$ cat src/rtl/pll_ctrl_pkg.sv
// Shared definitions for the PLL dynamic phase-shift controller.
// Holds the FSM state encoding, the default parameter values and the
// width of the shared cycle counter. There are no ports.
package pll_ctrl_pkg;

    typedef enum logic [2:0] {
        ST_PRST    = 3'd0,
        ST_WLOCK   = 3'd1,
        ST_IDLE    = 3'd2,
        ST_SETUP   = 3'd3,
        ST_STEP_LO = 3'd4,
        ST_STEP_HI = 3'd5,
        ST_LOAD_LO = 3'd6,
        ST_SETTLE  = 3'd7
    } state_e;

    localparam int DEF_STEP_PULSE_CYC = 4;
    localparam int DEF_STEP_GAP_CYC   = 8;
    localparam int DEF_LOCK_FILTER    = 16;
    localparam int DEF_LOCK_TIMEOUT   = 65535;
    localparam int DEF_RST_CYC        = 32;

    // One counter serves every timed state; it must hold LOCK_TIMEOUT-1.
    localparam int CYC_W     = 16;
    localparam int SETUP_CYC = 2;

endpackage

$ cat src/rtl/pll_phase_ctrl_if.sv
// Command channel of the phase-shift controller.
// Signals: cmd_valid/cmd_ready handshake, cmd_sel (output select),
// cmd_dir (1=lag, 0=lead), cmd_steps (number of phase steps, 0..15).
//
// Handshake: a command transfers on a rising clk edge where both
// cmd_valid and cmd_ready are high. The master holds cmd_valid and the
// payload stable until that edge; cmd_ready never depends on cmd_valid.
interface pll_phase_ctrl_if;
    logic       cmd_valid;
    logic       cmd_ready;
    logic [1:0] cmd_sel;
    logic       cmd_dir;
    logic [3:0] cmd_steps;

    modport master (output cmd_valid, cmd_sel, cmd_dir, cmd_steps, input cmd_ready);
    modport slave  (input cmd_valid, cmd_sel, cmd_dir, cmd_steps, output cmd_ready);
endinterface

$ cat src/rtl/lock_filter.sv
// Synchronizes the asynchronous PLL LOCK signal and filters it.
// Ports: clk, rst (sync, active high), locked_async (raw PLL LOCK),
// stable (high once LOCK_FILTER consecutive synchronized-high cycles seen).
module lock_filter
    import pll_ctrl_pkg::*;
#(
    parameter int LOCK_FILTER = DEF_LOCK_FILTER
) (
    input  logic clk,
    input  logic rst,
    input  logic locked_async,
    output logic stable
);
    localparam int                CNT_W   = $clog2(LOCK_FILTER + 1);
    localparam logic [CNT_W-1:0] CNT_MAX = CNT_W'(LOCK_FILTER);

    logic             sync1_q, sync1_d;
    logic             sync2_q, sync2_d;
    logic [CNT_W-1:0] cnt_q, cnt_d;
    logic             stable_q, stable_d;

    always_comb begin
        sync1_d = locked_async;
        sync2_d = sync1_q;
        cnt_d   = '0;
        if (sync2_q) begin
            cnt_d = (cnt_q == CNT_MAX) ? cnt_q : cnt_q + CNT_W'(1);
        end
        // Registered copy of (counter == LOCK_FILTER), aligned with cnt_q.
        stable_d = (cnt_d == CNT_MAX);
    end

    always_ff @(posedge clk) begin
        if (rst) begin
            sync1_q  <= 1'b0;
            sync2_q  <= 1'b0;
            cnt_q    <= '0;
            stable_q <= 1'b0;
        end else begin
            sync1_q  <= sync1_d;
            sync2_q  <= sync2_d;
            cnt_q    <= cnt_d;
            stable_q <= stable_d;
        end
    end

    assign stable = stable_q;
endmodule

$ cat src/rtl/pll_phase_ctrl.sv
// Dynamic phase-shift controller for a PLL, wired alongside the PLL.
// Ports: clk, rst (sync, active high), locked (async PLL LOCK),
// cmd (command channel, slave side), phasesel/phasedir/phasestep/
// phaseloadreg (to the PLL phase inputs, step/load idle high),
// pll_rst (PLL reset), stable (filtered lock), busy (not IDLE),
// err (one-cycle pulse per lock timeout), dbg_state (current FSM state).
module pll_phase_ctrl
    import pll_ctrl_pkg::*;
#(
    parameter int STEP_PULSE_CYC = DEF_STEP_PULSE_CYC,
    parameter int STEP_GAP_CYC   = DEF_STEP_GAP_CYC,
    parameter int LOCK_FILTER    = DEF_LOCK_FILTER,
    parameter int LOCK_TIMEOUT   = DEF_LOCK_TIMEOUT,
    parameter int RST_CYC        = DEF_RST_CYC
) (
    input  logic                   clk,
    input  logic                   rst,
    input  logic                   locked,
    pll_phase_ctrl_if.slave        cmd,
    output logic [1:0]             phasesel,
    output logic                   phasedir,
    output logic                   phasestep,
    output logic                   phaseloadreg,
    output logic                   pll_rst,
    output logic                   stable,
    output logic                   busy,
    output logic                   err,
    output state_e                 dbg_state
);
    localparam logic [CYC_W-1:0] PULSE_LAST = CYC_W'(STEP_PULSE_CYC - 1);
    localparam logic [CYC_W-1:0] GAP_LAST   = CYC_W'(STEP_GAP_CYC - 1);
    localparam logic [CYC_W-1:0] TO_LAST    = CYC_W'(LOCK_TIMEOUT - 1);
    localparam logic [CYC_W-1:0] RST_LAST   = CYC_W'(RST_CYC - 1);
    localparam logic [CYC_W-1:0] SETUP_LAST = CYC_W'(SETUP_CYC - 1);

    logic stable_w;

    lock_filter #(.LOCK_FILTER(LOCK_FILTER)) u_lock_filter (
        .clk          (clk),
        .rst          (rst),
        .locked_async (locked),
        .stable       (stable_w)
    );

    state_e           state_q, state_d;
    logic [CYC_W-1:0] cyc_q, cyc_d;
    logic [3:0]       left_q, left_d;
    logic [1:0]       phasesel_q, phasesel_d;
    logic             phasedir_q, phasedir_d;
    logic             pll_rst_q, pll_rst_d;
    logic             phasestep_q, phasestep_d;
    logic             phaseloadreg_q, phaseloadreg_d;
    logic             busy_q, busy_d;
    logic             ready_q, ready_d;
    logic             err_q, err_d;

    always_comb begin
        state_d    = state_q;
        cyc_d      = cyc_q + CYC_W'(1);
        left_d     = left_q;
        phasesel_d = phasesel_q;
        phasedir_d = phasedir_q;
        err_d      = 1'b0;

        unique case (state_q)
            ST_PRST: begin
                if (cyc_q == RST_LAST) begin
                    state_d = ST_WLOCK;
                    cyc_d   = '0;
                end
            end
            // SETTLE is the post-load lock wait and shares WLOCK's timeout.
            ST_WLOCK, ST_SETTLE: begin
                if (stable_w) begin
                    state_d = ST_IDLE;
                    cyc_d   = '0;
                end else if (cyc_q == TO_LAST) begin
                    state_d = ST_PRST;
                    cyc_d   = '0;
                    err_d   = 1'b1;
                end
            end
            ST_IDLE: begin
                cyc_d = '0;
                // A presented command wins over a lock drop: ready was
                // already high, so the transfer has happened.
                if (cmd.cmd_valid && ready_q) begin
                    phasesel_d = cmd.cmd_sel;
                    phasedir_d = cmd.cmd_dir;
                    left_d     = cmd.cmd_steps;
                    state_d    = ST_SETUP;
                end else if (!stable_w) begin
                    state_d = ST_WLOCK;
                end
            end
            ST_SETUP: begin
                if (cyc_q == SETUP_LAST) begin
                    cyc_d   = '0;
                    state_d = (left_q == 4'd0) ? ST_LOAD_LO : ST_STEP_LO;
                end
            end
            ST_STEP_LO: begin
                if (cyc_q == PULSE_LAST) begin
                    cyc_d   = '0;
                    left_d  = left_q - 4'd1;
                    state_d = ST_STEP_HI;
                end
            end
            ST_STEP_HI: begin
                if (cyc_q == GAP_LAST) begin
                    cyc_d   = '0;
                    state_d = (left_q == 4'd0) ? ST_LOAD_LO : ST_STEP_LO;
                end
            end
            ST_LOAD_LO: begin
                if (cyc_q == PULSE_LAST) begin
                    cyc_d   = '0;
                    state_d = ST_SETTLE;
                end
            end
            default: begin
                state_d = ST_PRST;
                cyc_d   = '0;
            end
        endcase

        // Outputs are decoded from the next state so the registered
        // outputs line up exactly with state_q.
        pll_rst_d      = (state_d == ST_PRST);
        phasestep_d    = (state_d != ST_STEP_LO);
        phaseloadreg_d = (state_d != ST_LOAD_LO);
        busy_d         = (state_d != ST_IDLE);
        ready_d        = (state_d == ST_IDLE);
    end

    always_ff @(posedge clk) begin
        if (rst) begin
            state_q        <= ST_PRST;
            cyc_q          <= '0;
            left_q         <= 4'd0;
            phasesel_q     <= 2'd0;
            phasedir_q     <= 1'b0;
            pll_rst_q      <= 1'b1;
            phasestep_q    <= 1'b1;
            phaseloadreg_q <= 1'b1;
            busy_q         <= 1'b1;
            ready_q        <= 1'b0;
            err_q          <= 1'b0;
        end else begin
            state_q        <= state_d;
            cyc_q          <= cyc_d;
            left_q         <= left_d;
            phasesel_q     <= phasesel_d;
            phasedir_q     <= phasedir_d;
            pll_rst_q      <= pll_rst_d;
            phasestep_q    <= phasestep_d;
            phaseloadreg_q <= phaseloadreg_d;
            busy_q         <= busy_d;
            ready_q        <= ready_d;
            err_q          <= err_d;
        end
    end

    assign cmd.cmd_ready = ready_q;
    assign phasesel      = phasesel_q;
    assign phasedir      = phasedir_q;
    assign phasestep     = phasestep_q;
    assign phaseloadreg  = phaseloadreg_q;
    assign pll_rst       = pll_rst_q;
    assign stable        = stable_w;
    assign busy          = busy_q;
    assign err           = err_q;
    assign dbg_state     = state_q;
endmodule

$ cat src/flat_wrapper.sv
// flat-port wrapper written by rule: the top's interface ports become plain ports
module pll_phase_ctrl_flat import pll_ctrl_pkg::*;
#(
    parameter int STEP_PULSE_CYC = DEF_STEP_PULSE_CYC,
    parameter int STEP_GAP_CYC   = DEF_STEP_GAP_CYC,
    parameter int LOCK_FILTER    = DEF_LOCK_FILTER,
    parameter int LOCK_TIMEOUT   = DEF_LOCK_TIMEOUT,
    parameter int RST_CYC        = DEF_RST_CYC
)
  (clk, rst, locked, phasesel, phasedir, phasestep, phaseloadreg, pll_rst, stable, busy, err, dbg_state, cmd_cmd_valid, cmd_cmd_sel, cmd_cmd_dir, cmd_cmd_steps, cmd_cmd_ready);
  pll_phase_ctrl_if cmd_i ();
  input  logic clk;
  input  logic rst;
  input  logic locked;
  output logic [1:0] phasesel;
  output logic phasedir;
  output logic phasestep;
  output logic phaseloadreg;
  output logic pll_rst;
  output logic stable;
  output logic busy;
  output logic err;
  output state_e dbg_state;
  input wire logic [$bits(cmd_i.cmd_valid)-1:0] cmd_cmd_valid;
  input wire logic [$bits(cmd_i.cmd_sel)-1:0] cmd_cmd_sel;
  input wire logic [$bits(cmd_i.cmd_dir)-1:0] cmd_cmd_dir;
  input wire logic [$bits(cmd_i.cmd_steps)-1:0] cmd_cmd_steps;
  output wire logic [$bits(cmd_i.cmd_ready)-1:0] cmd_cmd_ready;
  assign cmd_i.cmd_valid = cmd_cmd_valid;
  assign cmd_i.cmd_sel = cmd_cmd_sel;
  assign cmd_i.cmd_dir = cmd_cmd_dir;
  assign cmd_i.cmd_steps = cmd_cmd_steps;
  assign cmd_cmd_ready = cmd_i.cmd_ready;
  pll_phase_ctrl #(.STEP_PULSE_CYC(STEP_PULSE_CYC), .STEP_GAP_CYC(STEP_GAP_CYC), .LOCK_FILTER(LOCK_FILTER), .LOCK_TIMEOUT(LOCK_TIMEOUT), .RST_CYC(RST_CYC)) u_core (.clk(clk), .rst(rst), .locked(locked), .cmd(cmd_i), .phasesel(phasesel), .phasedir(phasedir), .phasestep(phasestep), .phaseloadreg(phaseloadreg), .pll_rst(pll_rst), .stable(stable), .busy(busy), .err(err), .dbg_state(dbg_state));
endmodule
$ cat config.mk
export PLATFORM = sky130hd
export DESIGN_NAME = pll_phase_ctrl_flat
export DESIGN_NICKNAME = d
export VERILOG_FILES = /design/src/rtl/pll_ctrl_pkg.sv /design/src/rtl/pll_phase_ctrl_if.sv /design/src/rtl/lock_filter.sv /design/src/rtl/pll_phase_ctrl.sv /design/src/flat_wrapper.sv
export SDC_FILE = /design/constraint.sdc
export NUM_CORES = 1
export LEC_CHECK = 0
export BUFFER_PORTS_ARGS = -buffer_cell sky130_fd_sc_hd__buf_2
export CORE_UTILIZATION = 57
export CTS_CLUSTER_SIZE = 25
export DETAILED_ROUTE_END_ITERATION = 8
export GPL_ROUTABILITY_DRIVEN = 0
export HOLD_SLACK_MARGIN = 0.02
export PLACE_DENSITY = 0.78
export SKIP_LAST_GASP = 1
export SLEW_MARGIN = 30
export SYNTH_ARGS = -nofsm -noshare
export SYNTH_HDL_FRONTEND = slang
export SYNTH_SLANG_ARGS = --single-unit
$ cat constraint.sdc
create_clock -name clk -period 2.75 [get_ports clk]
set_input_delay 0.4125 -clock clk [delete_from_list [all_inputs] [get_ports clk]]
set_output_delay 0.4125 -clock clk [all_outputs]
set_load 0.03 [all_outputs]
==> summary.txt, run 1 <==
Run status
  • Status: completed

Global routing
  • Met2 Use GR: 33.79%
  • Most Crowded Layer GR: met2
  • Initial antenna violation count: 0
  • Pin count of the biggest net entering global routing: 17
  • GRT Overall Usage: a little under a quarter
  • Met1 usage: 32.23%
  • Grt ovf: 0
  • First-pass GRT wire length: 6423 um
  • Met3 usage: 5.590%
  • Via count of the first global-routing pass: 1457

Synth
  • Synth Cell Area: 2046 um2
  • Async S/R FF share, synth: 0%
  • #FFs+latches synth: 40
  • Post-synth EDFFs: 0
  • Post-synthesis sequential area ratio: 39.14%
  • Syn nets: 248
  • Syn Area/Cell: 8.894 um2
  • Syn. warnings: 0
  • Post-synth top flop: dfxtp_1
  • Synth unique cells: 50
  • Mapped Cells: 230

Clock tree
  • Cts repair resizes: 0
  • CTS tree: done
  • Worst skew pair latency: around 0.34 ns
  • Clock root buffer: clkbuf_4
  • Number of hold buffers added after CTS: 0
  • Total CTS buffers: 5
  • CTS clk-pin slew, worst paths: about 0.12 ns
  • Clock Sinks: 40
  • H-tree levels: 2
  • Post-CTS Setup Bufs: 0
  • Clk buf depth: 2

Setup path
  • CP Class: register to register
  • R2r startpoint: u_core.cyc_q[0]
  • Crit-path max FO: 16
  • Critical Path RT: 2.98 ns
  • Slack of the worst reg-to-reg path: between 0.4 and 0.5 ns
  • Worst Setup Start Kind: register
  • Worst Path Arrival: approximately 2.5 ns
  • R2r worst-path depth: 7
  • Worst R2R End: u_core.cyc_q[5]
  • Worst Setup End Kind: register

Final layout
  • Finished Layout Cells: 301
  • Fin area: ~2200 um2
  • P&R area growth vs syn: 9.602%
  • Share of layout cells above drive strength 1: 17.25%
  • Layout Nets: 272
  • Antenna Cells: 0

Power
  • Cell Pwr Density: roughly 450 nW/um2
  • Leakage: 0.0008621 uW
  • Tot Pwr: 1006 uW
  • Worst VDD drop: 0.4114 mV

STA
  • Setup TNS: 0 ns
  • Hold WS: 0.2688 ns
  • Fmax: 436.3 MHz
  • Period utilization: 83.34%
  • Min Tclk post-route: 2.292 ns
  • Worst Max-Slew Pin Slew: 0.5783 ns
  • Setup violations, final: 0
  • Clock skew: 0.01138 ns
  • Slew Limit Fails: 0
  • Unrepaired setup endpoints after global routing: false
  • Final hold vios: 0
  • Max-slew headroom: around 61%

Drt
  • Routed Antenna Nets: 0
  • Drt pass-1 iters: 4
  • Final wirelength: 3808 um
  • 1st-iter DRT viols: 97
  • DR DRC count: 0
  • Vias/cell: 5.585
  • DR WL/cell: about 13 um
  • Vias: 1681

Floorplan
  • Die Span Y: 61.91 um
  • Die footprint: 3832 um2
  • IO Pins: 24
  • Die X: 61.91 um
  • Cell Rows: 21
  • Core area: 3390 um2
  • Initial core utilization: between 60% and 70%

Worst hold path
  • Hold WC Path Type: primary input to register
  • Hold Crit Start: locked
  • Min-Delay Path Depth: 2
  • WHS Endpoint: u_core.u_lock_filter.sync1_q

Place
  • Placed inst area: 2166 um2
  • Dpl cells: between 200 and 300
  • IO buf count: 23
  • DP HPWL: 2818 um

Flow run
  • Number of max-cap violations: 0
layout by cell type, fill, tap and decap left out, types with 2 or more instances in the layout:
master	Yosys	final
a21oi_1	4	4
o21ai_0	3	3
or4_1	2	2
nor3_1	9	9
clkbuf_4	0	5
and2_1	3	3
nor2_1	32	32
mux2i_1	3	3
nand2_1	15	15
nor2b_1	7	7
nor4_1	3	3
nand4_1	6	6
inv_1	9	9
nand3b_1	2	2
buf_4	1	3
or4_4	2	2
and3_1	4	4
nand3_1	14	14
a21o_1	3	3
xnor2_1	9	9
a31oi_1	2	2
ha_1	7	7
buf_2	0	23
nor3b_1	4	4
dfxtp_1	40	40
o32ai_1	2	2
xor2_1	9	9
a32oi_1	2	2
or3_1	4	4
layout make-up:
| cell class | count | area, um2 |
|---|---|---|
| clock inverters | 2 | 35.03 |
| inverters | 9 | 33.78 |
| clock buffers | 6 | 41.29 |
| well taps | 46 | 57.56 |
| flip-flops and latches | 40 | 800.8 |
| fillers | 287 | 1147 |
| repair buffers | 26 | 137.6 |
| multi-input cells | 172 | 1136 |
cell families (layout without fill, tap and decap cells):
family                     Yosys count  in the layout  synth area share [%]
AOI/OAI and AO/OA                   23             23                 8.808
xor gates and xnor gates            18             18                 7.707
adders and majority gates            7              7                 4.281
buffers and inverters               18             43                 5.321
DFF                                 40             40                 39.14
muxes                                3              3                 1.468
and+or+nand+nor                    121            121                 33.27
per-layer routing:
layer	part of all wire (%)	wire [um]
met2	45	1717
met3	4.1	155
met4	0.87	33
met5	0	0
met1	50	1902
report_power, final:
part | switching, uW | internal, uW
clock | 182 | 191
sequential | 6.96 | 585
combinational | 22.8 | 19.6
worst max-delay path by stage:
stage,endpoint,startpoint,slack (ns)
after floorplan,u_core.left_q[0],u_core.dbg_state[1],0.50
after global placement,u_core.cyc_q[5],u_core.cyc_q[0],0.52
after detailed placement,u_core.cyc_q[15],u_core.cyc_q[0],0.48
after CTS,u_core.cyc_q[15],u_core.cyc_q[0],0.46
after global routing,u_core.cyc_q[7],u_core.cyc_q[0],0.26
final,u_core.cyc_q[5],u_core.cyc_q[0],0.46
critical path: stages, from the launching register on:
cell and delay, ns:
dfxtp_1 0.42, ha_1 0.23, or4bb_2 0.54, nor4_2 0.15
o32ai_1 0.19, o41ai_4 0.34, buf_4 0.25, nor3b_1 0.07
cells in the mapped netlist (3+ instances only):
master,n,area [um2]
nor2b_1,7,43.79
nor3_1,9,45.04
nand2_1,15,56.30
dfxtp_1,40,800.8
inv_1,9,33.78
buf_6,5,56.30
xor2_1,9,78.83
nor2_1,32,120.1
mux2i_1,3,30.03
nor3b_1,4,30.03
ha_1,7,87.58
a21o_1,3,22.52
or3_1,4,25.02
nor4_1,3,18.77
o21ai_0,3,15.01
a21oi_1,4,20.02
clkbuf_1,3,11.26
xnor2_1,9,78.83
nand3_1,14,70.07
and2_1,3,18.77
and3_1,4,25.02
nand4_1,6,37.54
registers in the layout, summed over array words and instances, names as in the netlist, 2 cells and up:
name,flops
u_core.dbg_state,3
u_core.cyc_q,16
u_core.phasesel,2
u_core.left_q,4
u_core.u_lock_filter.cnt_q,5
metrics by stage:
step                      setup slack (ns)  util [%]
after floorplan                     0.4993         -
after global placement              0.5152     63.90
after detailed placement            0.4755     63.90
after CTS                           0.4607     66.15
after global routing                0.2641     66.15
final                               0.4580     66.15
(Power assumes the default switching activity.)
==> inputs of run 2 (changes only) <==
--- a/config.mk
+++ b/config.mk
@@ -5,13 +5,14 @@
 export SDC_FILE = /design/constraint.sdc
 export NUM_CORES = 1
 export LEC_CHECK = 0
+export ABC_AREA = 1
 export BUFFER_PORTS_ARGS = -buffer_cell sky130_fd_sc_hd__buf_2
-export CORE_UTILIZATION = 57
+export CORE_UTILIZATION = 58
 export CTS_CLUSTER_SIZE = 25
 export DETAILED_ROUTE_END_ITERATION = 8
 export GPL_ROUTABILITY_DRIVEN = 0
 export HOLD_SLACK_MARGIN = 0.02
-export PLACE_DENSITY = 0.78
+export PLACE_DENSITY = 0.79
 export SKIP_LAST_GASP = 1
 export SLEW_MARGIN = 30
 export SYNTH_ARGS = -nofsm -noshare
==> constraint.sdc (replaced) <==
create_clock -name clk -period 2.4 [get_ports clk]
set_input_delay 0.36 -clock clk [delete_from_list [all_inputs] [get_ports clk]]
set_output_delay 0.36 -clock clk [all_outputs]
set_load 0.03 [all_outputs]
==> summary.txt, run 2 <==
Run status
  • Status: completed

Setup path
  • Worst Path Arrival: 1.99 ns (-0.54 ns)
  • CP Cell Sequence: ha_1 -> nor3b_1 -> nand3_1 -> nand2_1 -> nand4_4 -> nand3_1 -> inv_1
  • Worst Setup End Kind: register
  • CP dominant cell by count: nand3_1
  • Max stage delay on crit path: 0.42 ns (-0.12 ns)
  • Crit-path max FO: 9 (-7)
  • CP Class: register to register
  • Critical Path RT: 2.65 ns (-0.33 ns)
  • Worst Setup Start Kind: register
  • Slowest stage cell on the critical path: dfxtp_1

Clock tree
  • Worst skew pair latency: 0.34 ns (about the same)
  • CTS clk-pin slew, worst paths: 0.11 ns (about the same)
  • Post-CTS Setup Bufs: 0 (unchanged)
  • Number of hold buffers added after CTS: 0 (unchanged)
  • Clk buf depth: 2 (unchanged)
  • Clock Sinks: 40 (unchanged)
  • Clock root buffer: clkbuf_4
  • CTS tree: done
  • Total CTS buffers: 5 (unchanged)
  • H-tree levels: 2 (unchanged)
  • Cts repair resizes: 0 (unchanged)

Final layout
  • Commonest non-fill, non-tap cells in the layout: nand2_1, nor2_1, inv_1
  • Commonest non-fill, non-tap cell in the layout: nand2_1
  • Finished Layout Cells: 370 (+23%)
  • Share of layout cells above drive strength 1: 17.90% (+0.65 points)
  • Top Registers: u_core.cyc_q (16), u_core.u_lock_filter.cnt_q (5), u_core.left_q (4)
  • Max FFs per register: 16 (unchanged)
  • P&R area growth vs syn: 10.33%
  • Antenna Cells: 0 (unchanged)
  • Largest Register: u_core.cyc_q
  • Fin area: 2338 um2 (+4.3%)
  • Layout Nets: 341 (+25%)

STA
  • Max-slew headroom: 55.74% (-5.6 points)
  • Period utilization: 72.76% (-11 points)
  • Setup violations, final: 0 (unchanged)
  • Fmax: 572.7 MHz (+31%)
  • Final Worst Setup Slack: 0.6538 ns (+0.1957 ns)
  • Slew Limit Fails: 0 (unchanged)
  • Setup TNS: 0 ns (unchanged)
  • Worst Max-Slew Pin Slew: 0.6632 ns (+0.08483 ns)
  • Unrepaired setup endpoints after global routing: false
  • Min Tclk post-route: 1.746 ns (-0.5457 ns)
  • Clock skew: 0.003160 ns (-0.008220 ns)
  • Final hold vios: 0 (unchanged)

Synth
  • Count leader, synth: nand2_1
  • Post-synth top flop: dfxtp_1
  • Synth Cell Area: 2120 um2 (+3.6%)
  • #FFs+latches synth: 40 (unchanged)
  • Async S/R FF share, synth: 0% (unchanged)
  • Synth unique cells: 36 (-28%)
  • Top cells by area, synth: dfxtp_1, nand2_1, nor2_1
  • Mapped Cells: 296 (+29%)
  • Area leader, netlist: dfxtp_1
  • Syn. warnings: 0 (unchanged)
  • Post-synthesis sequential area ratio: 37.78% (-1.4 points)
  • Post-synth EDFFs: 0 (unchanged)
  • Top post-synthesis cells by count: nand2_1, nor2_1, inv_1, dfxtp_1, nand3_1
  • Syn Area/Cell: 7.161 um2 (-19%)
  • Yosys top cell area share: 37.78% (-1.4 points)
  • Syn nets: 314 (+27%)

Floorplan
  • Die Span Y: 62.45 um (+0.88%)
  • Die X: 62.45 um (+0.88%)
  • Initial core utilization: 62.05% (+1.7 points)
  • IO Pins: 24 (unchanged)
  • Die footprint: 3900 um2 (+1.8%)
  • Core area: 3416 um2 (+0.78%)
  • Cell Rows: 21 (unchanged)

Global routing
  • Pin count of the biggest net entering global routing: 22 (+5)
  • GRT Overall Usage: 22.72% (-0.053 points)
  • Grt ovf: 0 (unchanged)
  • Initial antenna violation count: 0 (unchanged)
  • Via count of the first global-routing pass: 1695 (+16%)
  • First-pass GRT wire length: 7038 um (+9.6%)

Drt
  • DR DRC count: 0 (unchanged)
  • DR WL/cell: 10.58 um (-16%)
  • Final wirelength: 3916 um (+2.8%)
  • Drt pass-1 iters: 4 (unchanged)
  • Routed Antenna Nets: 0 (unchanged)
  • Vias/cell: 5.135 (-8.1%)
  • 1st-iter DRT viols: 116 (+20%)
  • Vias: 1900 (+13%)

Place
  • Placed inst area: 2280 um2 (+5.3%)
  • Dpl cells: 362 (+24%)
  • Dpl ws: 0.6872 ns (+0.2117 ns)
  • DP HPWL: 2977 um (+5.7%)
  • IO buf count: 23 (unchanged)

Power
  • Worst VDD drop: 0.3718 mV (-9.6%)
  • Leakage: 0.001146 uW (+33%)
  • Cell Pwr Density: 456.3 nW/um2 (+1.7%)

Flow run
  • Number of max-cap violations: 0 (unchanged)

Worst hold path
  • Hold WC Path Type: primary input to register
run 2: area by class of cell:
class	count	area, um2
Inverter	45	171.4
Timing Repair Buffer	23	115.1
Multi-Input combinational cell	208	1135
Clock buffer	8	58.81
Sequential cell	40	800.8
Tap cell	46	57.56
Fill cell	304	1077
run 2: path summary, 6_finish.rpt:
| kind | cells past startpoint | slack [ns] | start | end |
|---|---|---|---|---|
| worst min-delay path | 3 | 0.21 | locked | u_core.u_lock_filter.sync1_q |
| worst max-delay path | 7 | 0.65 | u_core.cyc_q[0] | u_core.cyc_q[5] |
| worst min register to register | 2 | 0.41 | u_core.u_lock_filter.sync1_q | u_core.u_lock_filter.sync2_q |
| worst max register to register | 7 | 0.65 | u_core.cyc_q[0] | u_core.cyc_q[5] |
run 2: cell families (layout without fill, tap and decap cells):
logic type	Yosys count	in the layout	share of synthesized area [%]
DFF	40	40	37.78
AOI/OAI and AO/OA	24	24	7.793
buffers and inverters	48	76	8.678
muxes	1	1	0.4723
xor gates and xnor gates	12	12	4.959
adders and majority gates	7	7	4.132
and+or+nand+nor	164	164	36.19
run 2: layer usage:
metal | track usage, % | part of all wire, % | wire (um)
met1 | 28.18 | 47 | 1856
met2 | 38.18 | 45 | 1745
met3 | 4.015 | 5.9 | 232
met4 | 10.47 | 2.1 | 82
met5 | 0 | 0 | 0
run 2: stage by stage:
step                utilization, %  total power [uW]  hold slack [ns]
floorplan                        -             719.0           0.3883
global placement             66.74             733.2           0.3921
detailed placement           66.74             733.8           0.3948
CTS                          68.46              1084           0.1959
global route                 68.46              1117           0.2110
finish                       68.46              1067           0.2088
run 2: worst max-delay path: cells and delay by family, from the launching register on:
kind | cells | cell delay, ns
AND/OR/NAND/NOR | 5 | 0.94
flip-flops | 1 | 0.42
adder cells (fa/ha/maj) | 1 | 0.22
buffers and inverters | 1 | 0.06
run 2: power breakdown:
group	leakage [uW]	switching, uW	internal [uW]
clock	0.0000326	204	145
sequential	0.000323	6.80	670
combinational	0.000790	24.8	16.9
total	0.00115	236	832
